### config.mk
export PLATFORM = sky130hd
export DESIGN_NAME = md5_block_padder
export DESIGN_NICKNAME = d
export VERILOG_FILES = /design/src/rtl/md5_pkg.sv /design/src/rtl/md5_byte_lane_wr.sv /design/src/rtl/md5_block_padder.sv
export SDC_FILE = /design/constraint.sdc
export NUM_CORES = 1
export LEC_CHECK = 0
export ABC_AREA = 1
export CORE_MARGIN = 8
export CORE_UTILIZATION = 26
export DETAILED_ROUTE_END_ITERATION = 7
export PLACE_DENSITY = 0.46
export RECOVER_POWER = 50
export SKIP_LAST_GASP = 1
export SYNTH_ARGS = -nofsm -noshare
export SYNTH_HDL_FRONTEND = slang
export SYNTH_HIERARCHICAL = 1
export SYNTH_SLANG_ARGS = --single-unit
### constraint.sdc
create_clock -name clk_i -period 3 [get_ports clk_i]
set_clock_uncertainty 0.05 [all_clocks]
set_input_delay 0.6 -clock clk_i [delete_from_list [all_inputs] [get_ports clk_i]]
set_output_delay 0.6 -clock clk_i [all_outputs]
set_load 0.03 [all_outputs]
### src/rtl/md5_pkg.sv
// Shared MD5 types and constants: padder state encoding and block geometry.
package md5_pkg;

  typedef enum logic [1:0] {
    ST_FILL  = 2'd0,
    ST_PAD80 = 2'd1,
    ST_LEN   = 2'd2,
    ST_EMIT  = 2'd3
  } pad_st_t;

  localparam logic [7:0] MD5_PAD_BYTE  = 8'h80;
  localparam int         MD5_LEN_POS   = 56;
  localparam int         MD5_BLK_WORDS = 16;
  localparam int         MD5_BLK_BYTES = 64;

endpackage

### src/rtl/md5_byte_lane_wr.sv
// Byte-to-word lane decoder: maps a buffer byte position to its word, lane
// enable and the byte shifted into little-endian lane position.
module md5_byte_lane_wr
  import md5_pkg::*;
(
  input  logic [5:0]                         pos_i,
  input  logic [7:0]                         byte_i,
  output logic [$clog2(MD5_BLK_WORDS)-1:0]   word_idx_o,
  output logic [3:0]                         be_o,
  output logic [31:0]                        wdata_o
);

  assign word_idx_o = pos_i[5:2];
  assign wdata_o    = {24'h0, byte_i} << {pos_i[1:0], 3'b000};

  always_comb begin
    be_o = '0;
    be_o[pos_i[1:0]] = 1'b1;
  end

endmodule

### src/rtl/md5_block_padder.sv
// MD5 byte-stream padder: packs bytes little-endian into 512-bit blocks and
// appends 0x80, zero fill and the 64-bit message bit length.
module md5_block_padder
  import md5_pkg::*;
#(
  parameter int n     = 32,
  parameter int LEN_W = 64
) (
  input  logic                               clk_i,
  input  logic                               rst_i,
  input  logic [7:0]                         s_data_i,
  input  logic                               s_valid_i,
  input  logic                               s_last_i,
  output logic                               s_ready_o,
  output logic [0:MD5_BLK_WORDS-1][n-1:0]    blk_o,
  output logic                               blk_valid_o,
  input  logic                               blk_ready_i,
  output logic                               blk_last_o,
  output pad_st_t                            st_o
);

  pad_st_t                          st_q, st_d;
  pad_st_t                          ret_q, ret_d;
  logic                             fin_q, fin_d;
  logic [6:0]                       pos_q, pos_d;
  logic [LEN_W-1:0]                 bitlen_q, bitlen_d;
  logic [0:MD5_BLK_WORDS-1][n-1:0]  buf_q, buf_d;

  logic [7:0]                         lane_byte;
  logic [$clog2(MD5_BLK_WORDS)-1:0]   lane_idx;
  logic [3:0]                         lane_be;
  logic [31:0]                        lane_wdata;
  logic [31:0]                        lane_mask;
  logic [63:0]                        len64;

  // PAD80 reuses the same lane writer as FILL, just with the marker byte.
  assign lane_byte = (st_q == ST_PAD80) ? MD5_PAD_BYTE : s_data_i;

  md5_byte_lane_wr u_lane (
    .pos_i      (pos_q[5:0]),
    .byte_i     (lane_byte),
    .word_idx_o (lane_idx),
    .be_o       (lane_be),
    .wdata_o    (lane_wdata)
  );

  assign lane_mask = {{8{lane_be[3]}}, {8{lane_be[2]}}, {8{lane_be[1]}}, {8{lane_be[0]}}};
  assign len64     = 64'(bitlen_q);

  assign s_ready_o   = (st_q == ST_FILL);
  assign blk_valid_o = (st_q == ST_EMIT);
  assign blk_last_o  = (st_q == ST_EMIT) && fin_q;
  assign blk_o       = buf_q;
  assign st_o        = st_q;

  always_comb begin
    st_d     = st_q;
    ret_d    = ret_q;
    fin_d    = fin_q;
    pos_d    = pos_q;
    bitlen_d = bitlen_q;
    buf_d    = buf_q;
    case (st_q)
      ST_FILL: begin
        if (s_valid_i) begin
          buf_d[lane_idx] = (buf_q[lane_idx] & ~lane_mask) | lane_wdata;
          pos_d    = pos_q + 7'd1;
          bitlen_d = bitlen_q + LEN_W'(8);
          if (pos_d == 7'(MD5_BLK_BYTES)) begin
            st_d  = ST_EMIT;
            fin_d = 1'b0;
            ret_d = s_last_i ? ST_PAD80 : ST_FILL;
          end else if (s_last_i) begin
            st_d = ST_PAD80;
          end
        end
      end
      ST_PAD80: begin
        buf_d[lane_idx] = (buf_q[lane_idx] & ~lane_mask) | lane_wdata;
        pos_d = pos_q + 7'd1;
        if (pos_d <= 7'(MD5_LEN_POS)) begin
          st_d = ST_LEN;
        end else begin
          st_d  = ST_EMIT;
          fin_d = 1'b0;
          ret_d = ST_LEN;
        end
      end
      ST_LEN: begin
        buf_d[14] = len64[31:0];
        buf_d[15] = len64[63:32];
        st_d  = ST_EMIT;
        fin_d = 1'b1;
        ret_d = ST_FILL;
      end
      ST_EMIT: begin
        // Clearing on handshake is what provides the zero fill of the next block.
        if (blk_ready_i) begin
          buf_d = '0;
          pos_d = '0;
          if (fin_q) bitlen_d = '0;
          st_d = ret_q;
        end
      end
      default: st_d = ST_FILL;
    endcase
  end

  always_ff @(posedge clk_i) begin
    if (rst_i) begin
      st_q     <= ST_FILL;
      ret_q    <= ST_FILL;
      fin_q    <= 1'b0;
      pos_q    <= '0;
      bitlen_q <= '0;
      buf_q    <= '0;
    end else begin
      st_q     <= st_d;
      ret_q    <= ret_d;
      fin_q    <= fin_d;
      pos_q    <= pos_d;
      bitlen_q <= bitlen_d;
      buf_q    <= buf_d;
    end
  end

endmodule

## Word level (Yosys, flattened, before mapping)

Cells that the tools add are included.

- Logic and storage cells: 90
- RAM bits: 0
- Output and inout bits: 517
- Latch bits: 0
- Bits in registers: 588
- Input bits: 13
- Memories: 0
- Memory bits (read-only): 0

- Div/mod/pow operators: 0
- Magnitude comparators: 5
- Shift-type cells: 1
- Mux-type cells: 35
- $add $sub $neg: 2
- Reductions and logical operators: 12
- Bitwise logic cells: 4
- Multiply operators: 0
- Equal/unequal tests: 10

Operator list:

| operator | number |
|---|---|
| $pmux W448 S3 | 1 |
| $mux W512 | 2 |
| $bwmux W512 | 1 |
| $pmux W64 S4 | 1 |
| $mux W64 | 3 |
| $bmux W32 S4 | 1 |
| $demux W32 S4 | 1 |
| $pmux W64 S2 | 1 |
| $mux W32 | 3 |
| $add A64 B4 Y64 const B | 1 |
| $and A32 B32 Y32 | 1 |
| $not A32 Y32 | 1 |
| $or A32 B32 Y32 | 1 |
| $shl A8 B5 Y32 | 1 |
| $pmux W7 S3 | 1 |
| $mux W2 | 7 |
| $mux W7 | 2 |
| $mux W8 | 1 |
| $pmux W2 S4 | 1 |
| $reduce_and A4 Y1 | 2 |
| $add A7 B1 Y7 const B | 1 |
| $eq A7 B7 Y1 const B | 1 |
| $le A7 B6 Y1 const B | 1 |
| $mux W1 | 6 |
| other kinds (19) | 27 |

## Logic depth before layout (Yosys ltp)

Gate-level depths: netlist (run 1).

- Depth in word-level cells: 10
- Mapped depth: 17
- Gate-level depth less buffers: 14

## Modules after synthesis

The synthesis (run 1) kept the hierarchy.

By module, submodules not included:

| module | sequential area each (sq um) | area each (sq um) | cells an instance | instances |
|---|---|---|---|---|
| md5_block_padder | 11711.2 | 28576.2 | 4603 | 1 |
| md5_byte_lane_wr | 0.0 | 259.0 | 62 | 1 |

## Worst setup path before layout (run 1)

No wires, ideal clock.

- Path kind: register to register
- From: register st_q[1], in the netlist st_o[1]
- To: register bitlen_q[61]
- Library setup time: 0.119 ns
- Path buffers: 2
- Stages on the path, launching flop included: 11
- Slack: 0.500 ns
- Data required time: 2.831 ns
- Clock period less this slack: 2.500 ns
- Arrival time: 2.332 ns
- Cells stage by stage: dfxtp_1 -> ha_1 -> nand2_1 -> inv_1 -> nand3_1 -> nand2_1 -> inv_1 -> clkbuf_1 -> clkbuf_1 -> nand2_1 -> nor2_1

- Word-level cells in the longest chain between the ends: 3
- Elaborated cells between the ends (all ways): 8
- Those cells by class: 4 x eq/ne; 1 x mux; 3 x reduce/logical

RTL lines:

| what | RTL line | RTL |
|---|---|---|
| start: declaration | md5_block_padder.sv:22 | `pad_st_t st_q, st_d;` |
| start signal: assignment | md5_block_padder.sv:118 | `st_q <= st_d;` |
| $eq A2 B2 Y1 * | n/a |  |
| via blk_valid_o | md5_block_padder.sv:16 | `output logic blk_valid_o,` |
| $ne A2 B1 Y1 (no source line) or $reduce_bool A2 Y1 (tied branches) | n/a |  |
| $reduce_and A4 Y1 (no source line) | n/a |  |
| end signal: assignment | md5_block_padder.sv:122 | `bitlen_q <= bitlen_d;` |
| end: declaration | md5_block_padder.sv:26 | `logic [LEN_W-1:0] bitlen_q, bitlen_d;` |

The timed path passes the listed nets; every way through them passes the cells marked *.
A chain may end at the register's enable or synchronous reset.

## Final worst setup path (run 1)

- From: register st_q[0], in the netlist st_o[0]
- To: output s_ready_o

- Word-level cells in the longest chain between the ends: 1

RTL lines:

| what | RTL line | RTL |
|---|---|---|
| $logic_not A2 Y1 | md5_block_padder.sv:50 | `assign s_ready_o = (st_q == ST_FILL);` |
| end: declaration | md5_block_padder.sv:14 | `output logic s_ready_o,` |

Every way passes these cells.

==> results of run 1 <==
## cell families (layout without fill, tap and decap cells)
logic type / after synthesis / after routing / synth area share
AND/OR/NAND/NOR: 2799 / 2799 / 0.379
other: 0 / 2 / 0
adder cells (fa/ha/maj): 6 / 6 / 0.00260
buffers and inverters: 527 / 1008 / 0.0809
AO/OA/AOI/OAI: 748 / 748 / 0.131
flip-flops: 585 / 585 / 0.406
## worst max-delay path, delay by kind of cell (launching register included)
kind | cells | cell delay [ns]
fa+ha+maj | 1 | 0.31
buf+inv | 3 | 0.72
flops | 1 | 0.50
## Yosys cell counts (all sizes together)
| library cell | n |
|---|---|
| a211oi | 1 |
| a21boi | 1 |
| a21oi | 589 |
| a31oi | 1 |
| and2 | 2 |
| and3 | 1 |
| buf | 176 |
| clkbuf | 130 |
| dfxtp | 585 |
| ha | 6 |
| inv | 221 |
| nand2 | 2450 |
| nand3 | 85 |
| nand3b | 1 |
| nand4 | 24 |
| nor2 | 189 |
| nor2b | 1 |
| nor3 | 39 |
| nor3b | 3 |
| nor4 | 3 |
| o211a | 1 |
| o21a | 1 |
| o21ai | 138 |
| o21ba | 1 |
| o21bai | 2 |
| o22ai | 13 |
| or2 | 1 |
## registers in the layout (all words and copies together), names as in the netlist
name      flops
blk_o       512
fin_q         1
ret_q         2
bitlen_q     61
pos_q         7
st_o          2
## per-stage QoR
stage	setup TNS (ns)	setup slack (ns)	instance area (µm²)	util
6_report	0	0.168	38600	0.350
5_1_grt	0	0.0819	38600	0.350
2_1_floorplan	0	0.500	28800	-
3_3_place_gp	0	0.246	36100	0.327
4_1_cts	-0.0169	-0.0169	38600	0.350
3_5_place_dp	0	0.219	36100	0.327
## worst paths after layout
| kind | start | endpoint | slack, ns |
|---|---|---|---|
| setup / recovery | st_o[0] | s_ready_o | 0.17 |
| hold / removal | rst_i | blk_o[90] | 0.28 |
| setup reg to reg | st_o[0] | blk_o[29] | 0.25 |
| hold reg to reg | ret_q[1] | ret_q[1] | 0.42 |
## metal layers
metal	vias up	wire, µm	GRT usage	share of wire
met4	0	4850	0.0733	0.032
met1	14800	66700	0.319	0.44
met2	1134	69600	0.391	0.46
met5	-	0	0	0
met3	180	11400	0.0491	0.075
li1	15500	-	-	-
## area by class of cell
| type | instances | area (µm²) |
|---|---|---|
| Inverter | 221 | 837 |
| Sequential cell | 585 | 11700 |
| Fill cell | 12000 | 71700 |
| Tap cell | 1488 | 1860 |
| Timing Repair Buffer | 653 | 6800 |
| Clock inverter | 25 | 309 |
| Antenna cell | 2 | 5.00 |
| Clock buffer | 109 | 2200 |
| Multi-Input combinational cell | 3553 | 14900 |
## power by group
group / switching (mW) / internal [mW]
Clock: 3.85 / 5.54
Combinational: 5.45 / 1.81
Sequential: 0.341 / 8.10
Total: 9.64 / 15.5
## timing repair
item / CTS / global route
buffers inserted: 0 / 0
gates resized for setup: 2 / 1
pin swaps: 0 / 0
setup endpoints to repair: 2 / 1
==> metrics.cfg, run 1 <==
[floorplan]
row_count = 122
fp.dieW_um = 349
core-area_um2 = 110000
die_height_um = 349
die_area_um2 = 122000
starting_density = 0.261
ioPinCount = 530

[run]
max_cap_viol_count = 0

[timing]
final_hold_viol_count = 0
final.hold.worst_slack_ns = 0.283
worst-slew-pin-transition_ns = 0.935
setup_violations = 0
layout_worst_path_cycle_share = 0.944
maxClockFrequency_mhz = 353
worst_slew_slack_as_a_fraction_of_its_limit = 0.376
unrepaired_setup_endpoints_after_global_routing = no
fin_crit_ns = 2.83
report.final.slew_viol_count = 0

[synth]
synthesis.area_per_instance_um2 = 6.18
post_synth_main_area_contributors = sky130_fd_sc_hd__dfxtp_1 41%, sky130_fd_sc_hd__nand2_1 32%, sky130_fd_sc_hd__a21oi_1 10%
syn-cell-area_um2 = 28800
seq_area_frac_synth = 0.406
netlist-cell-type-count = 37
yosys_warnings = 6
leading_area_contributor_after_synthesis = sky130_fd_sc_hd__dfxtp_1
ys_seq_elements = 585
synthesis.instances = 4665
synth.top_cell.area_share = 0.406
mappedNetlistNets = 4684

[detailed_routing]
drc_errors_left = 0
drt_iter0_markers = 2839
drt_pass1_iterations = 5
route.vias.total = 31600
post_drt_via_cell_ratio = 4.76
drt_wl_total_um = 153000
detail-route-antenna-nets = 0
routedWlPerCell_um = 23.0

[run_status]
status = finished clean

[placed_design]
io_buffer_count = 529
half_perimeter_wire_length_after_placement_um = 108000
gpl.final_weighted_congestion = 0.890
dpl.cell_count = 6500

[global_route]
grt_max_degree = 149
global_route_wire_length_before_repair_um = 219000
grt.overflow.total = 0
antenna_found_initial = 1
grt_pass1_vias = 29700
gr-usage-all-layers = 0.240

[final_layout]
synthToLayoutAreaGrowth_pct = 34.0
most_common_cell_after_layout_fill_and_taps_aside = sky130_fd_sc_hd__nand2_1
post_layout_nonfiller_instances = 6636
mostFrequentLayoutCells = 2420 x sky130_fd_sc_hd__nand2_1, 588 x sky130_fd_sc_hd__a21oi_1, 583 x sky130_fd_sc_hd__dfxtp_1
finish.net_count = 5107
final_layout_size_suffix_gt1_frac = 0.0604

[setup_path]
worstPathMaxFanout = 6
register_to_register_path_depth = 9
timing.critical_path.slowest_stage_cell = sky130_fd_sc_hd__dfxtp_1
cp_data_arrival_time_ns = 2.18
slowest_delay_ns = 0.50
worstSetupEndpointType = primary output
worstSetupStartpointType = flip-flop
criticalPathCategory = reg2out
crit_chain = inv_1 -> ha_1 -> buf_4 -> dlygate4sd2_1
required_ns = 2.35

[power_and_ir_drop]
final_power_mw = 25.1
power_density_nw_per_um2 = 650
power.leakage_nw = 16.4
max-vdd-ir-drop_mv = 0.436

[clock_network]
cts-root-to-sink-buffers = 3
clock-root-buffer = sky130_fd_sc_hd__clkbuf_16
cts_inserted_buffers = 74
cts_tree = built
worst_setup_hold_path_clk_slew_ns = 0.06
clock_insertion_delay_worst_skew_ns = 0.65
postCtsHoldBufs = 0
cts_max_level = 3
clock_sink_count = 585

[hold_path]
hold-path-cell-count = 2
hold_class = in2reg

(Power assumes the default switching activity.)
==> run 2, diff against run 1 <==
- CORE_MARGIN: 8 -> 2
==> run 2 against run 1 <==
Against the previous run: setup slack got worse by 0.14 ns; sequential power about the same; global-route usage increased by 1.6 points; utilization increased by 0.11 points; critical path depth unchanged; critical path type unchanged; largest cell class unchanged; largest power group unchanged.
==> metrics.cfg, run 2 (synthesized netlist as in run 1, its figures left out) <==
[run_status]
status = finished clean

[floorplan]
die_height_um = 337
core-area_um2 = 110000
ioPinCount = 530
row_count = 122
die_area_um2 = 114000
starting_density = 0.261
fp.dieW_um = 337

[setup_path]
required_ns = 2.35
worst_r2r_endpoint = blk_o[7]
cp_data_arrival_time_ns = 2.32
register_to_register_path_depth = 10
criticalPathCategory = reg2out
worstPathMaxFanout = 6
worstSetupEndpointType = primary output
r2r_slack_ns = 0.07
worstSetupStartpointType = flip-flop
worstReg2RegStart = st_o[1]

[timing]
fin_crit_ns = 2.97
layout_worst_path_cycle_share = 0.990
setup_violations = 0
unrepaired_setup_endpoints_after_global_routing = no
report.final.slew_viol_count = 0
worst_slew_slack_as_a_fraction_of_its_limit = 0.385
final_hold_viol_count = 0
tns_ns = 0
worst-slew-pin-transition_ns = 0.922
maxClockFrequency_mhz = 337

[clock_network]
worst_setup_hold_path_clk_slew_ns = 0.06
cts-root-to-sink-buffers = 3
clock_insertion_delay_worst_skew_ns = 0.65
postCtsHoldBufs = 0
post_cts_resized = 1
cts_max_level = 3
cts_setup_buffers = 0
clock-root-buffer = sky130_fd_sc_hd__clkbuf_16
cts_inserted_buffers = 74
clock_sink_count = 585
cts_tree = built

[power_and_ir_drop]
clockPowerShare = 0.370
max-vdd-ir-drop_mv = 0.359
power_density_nw_per_um2 = 645
power_switching_mw = 9.63
netSwitchingFraction = 0.385
share_seq_of_total_power = 0.339
power.leakage_nw = 16.5
internal_power_mw = 15.4
share_comb_of_total_power = 0.292
final_power_mw = 25.0

[detailed_routing]
drc_errors_left = 0
post_drt_via_cell_ratio = 4.81
detail-route-antenna-nets = 0
routedWlPerCell_um = 22.5
drt_wl_total_um = 150000
drt_pass1_iterations = 7
drt_iter0_markers = 2792
route.vias.total = 32000

[final_layout]
most_common_cell_after_layout_fill_and_taps_aside = sky130_fd_sc_hd__nand2_1
synthToLayoutAreaGrowth_pct = 34.4
finish.net_count = 5122
final_layout_size_suffix_gt1_frac = 0.0618
mostFrequentLayoutCells = 2421 x sky130_fd_sc_hd__nand2_1, 588 x sky130_fd_sc_hd__a21oi_1, 583 x sky130_fd_sc_hd__dfxtp_1
finalInstanceArea_um2 = 38700
flip_flop_count_of_the_largest_register_all_copies_and_words_added = 512

[run]
max_cap_viol_count = 0

[placed_design]
half_perimeter_wire_length_after_placement_um = 105000
gpl.final_weighted_congestion = 0.888
dpl_cell_area_um2 = 36300
io_buffer_count = 529

[global_route]
gr-usage-all-layers = 0.256
global_route_wire_length_before_repair_um = 214000
antenna_found_initial = 1
grt.overflow.total = 0
grt_max_degree = 101
grt_pass1_vias = 29700

[hold_path]
min_to = blk_o[94]
hold_class = in2reg
hold-path-cell-count = 2
hp-start = rst_i

[run 2: metal layers]
metal,global-route usage,share of wire
met1,0.342,0.44
met2,0.414,0.46
met3,0.0435,0.066
met4,0.0916,0.039
met5,0,0
[run 2: metrics by stage]
step                 util  setup WS, ns  hold WS, ns  instances
floorplan               -         0.500        0.391       4665
global route        0.351        0.0122        0.324       6647
global placement    0.329         0.218        0.408       6515
detailed placement  0.329         0.220        0.422       6515
finish              0.351        0.0295        0.325       6649
CTS                 0.351        0.0518        0.297       6647
[run 2: worst max path at each step]
stage | start | endpoint | slack, ns | cells after the start
after floorplan | st_o[1] | bitlen_q[61] | 0.50 | 10
after global placement | blk_ready_i | blk_o[336] | 0.22 | 11
after detailed placement | s_valid_i | bitlen_q[37] | 0.22 | 12
after CTS | st_o[1] | s_ready_o | 0.05 | 4
after global routing | st_o[0] | s_ready_o | 0.01 | 4
final | st_o[1] | s_ready_o | 0.03 | 4
[run 2: area by class of cell]
cell class                      count  area (µm²)
Antenna cell                        2        5.00
Clock buffer                      107        2170
Clock inverter                     25         298
Fill cell                       12100       71600
Inverter                          221         837
Multi-Input combinational cell   3553       14900
Sequential cell                   585       11700
Tap cell                         1488        1860
Timing Repair Buffer              668        6980
[run 2: critical path, stage by stage (launching register included)]
cell	delay, ns
sky130_fd_sc_hd__dfxtp_1	0.36
sky130_fd_sc_hd__inv_1	0.10
sky130_fd_sc_hd__ha_1	0.29
sky130_fd_sc_hd__buf_4	0.23
sky130_fd_sc_hd__clkdlybuf4s50_1	0.70
[run 2: power groups by stage]
stage	sequential, mW	combinational (mW)	clock (mW)
final	8.47	7.29	9.24
after global routing	8.50	7.72	9.71
after CTS	8.48	7.46	9.41
after detailed placement	8.64	7.44	0
after global placement	8.65	7.43	0
after floorplan	9.05	3.25	0
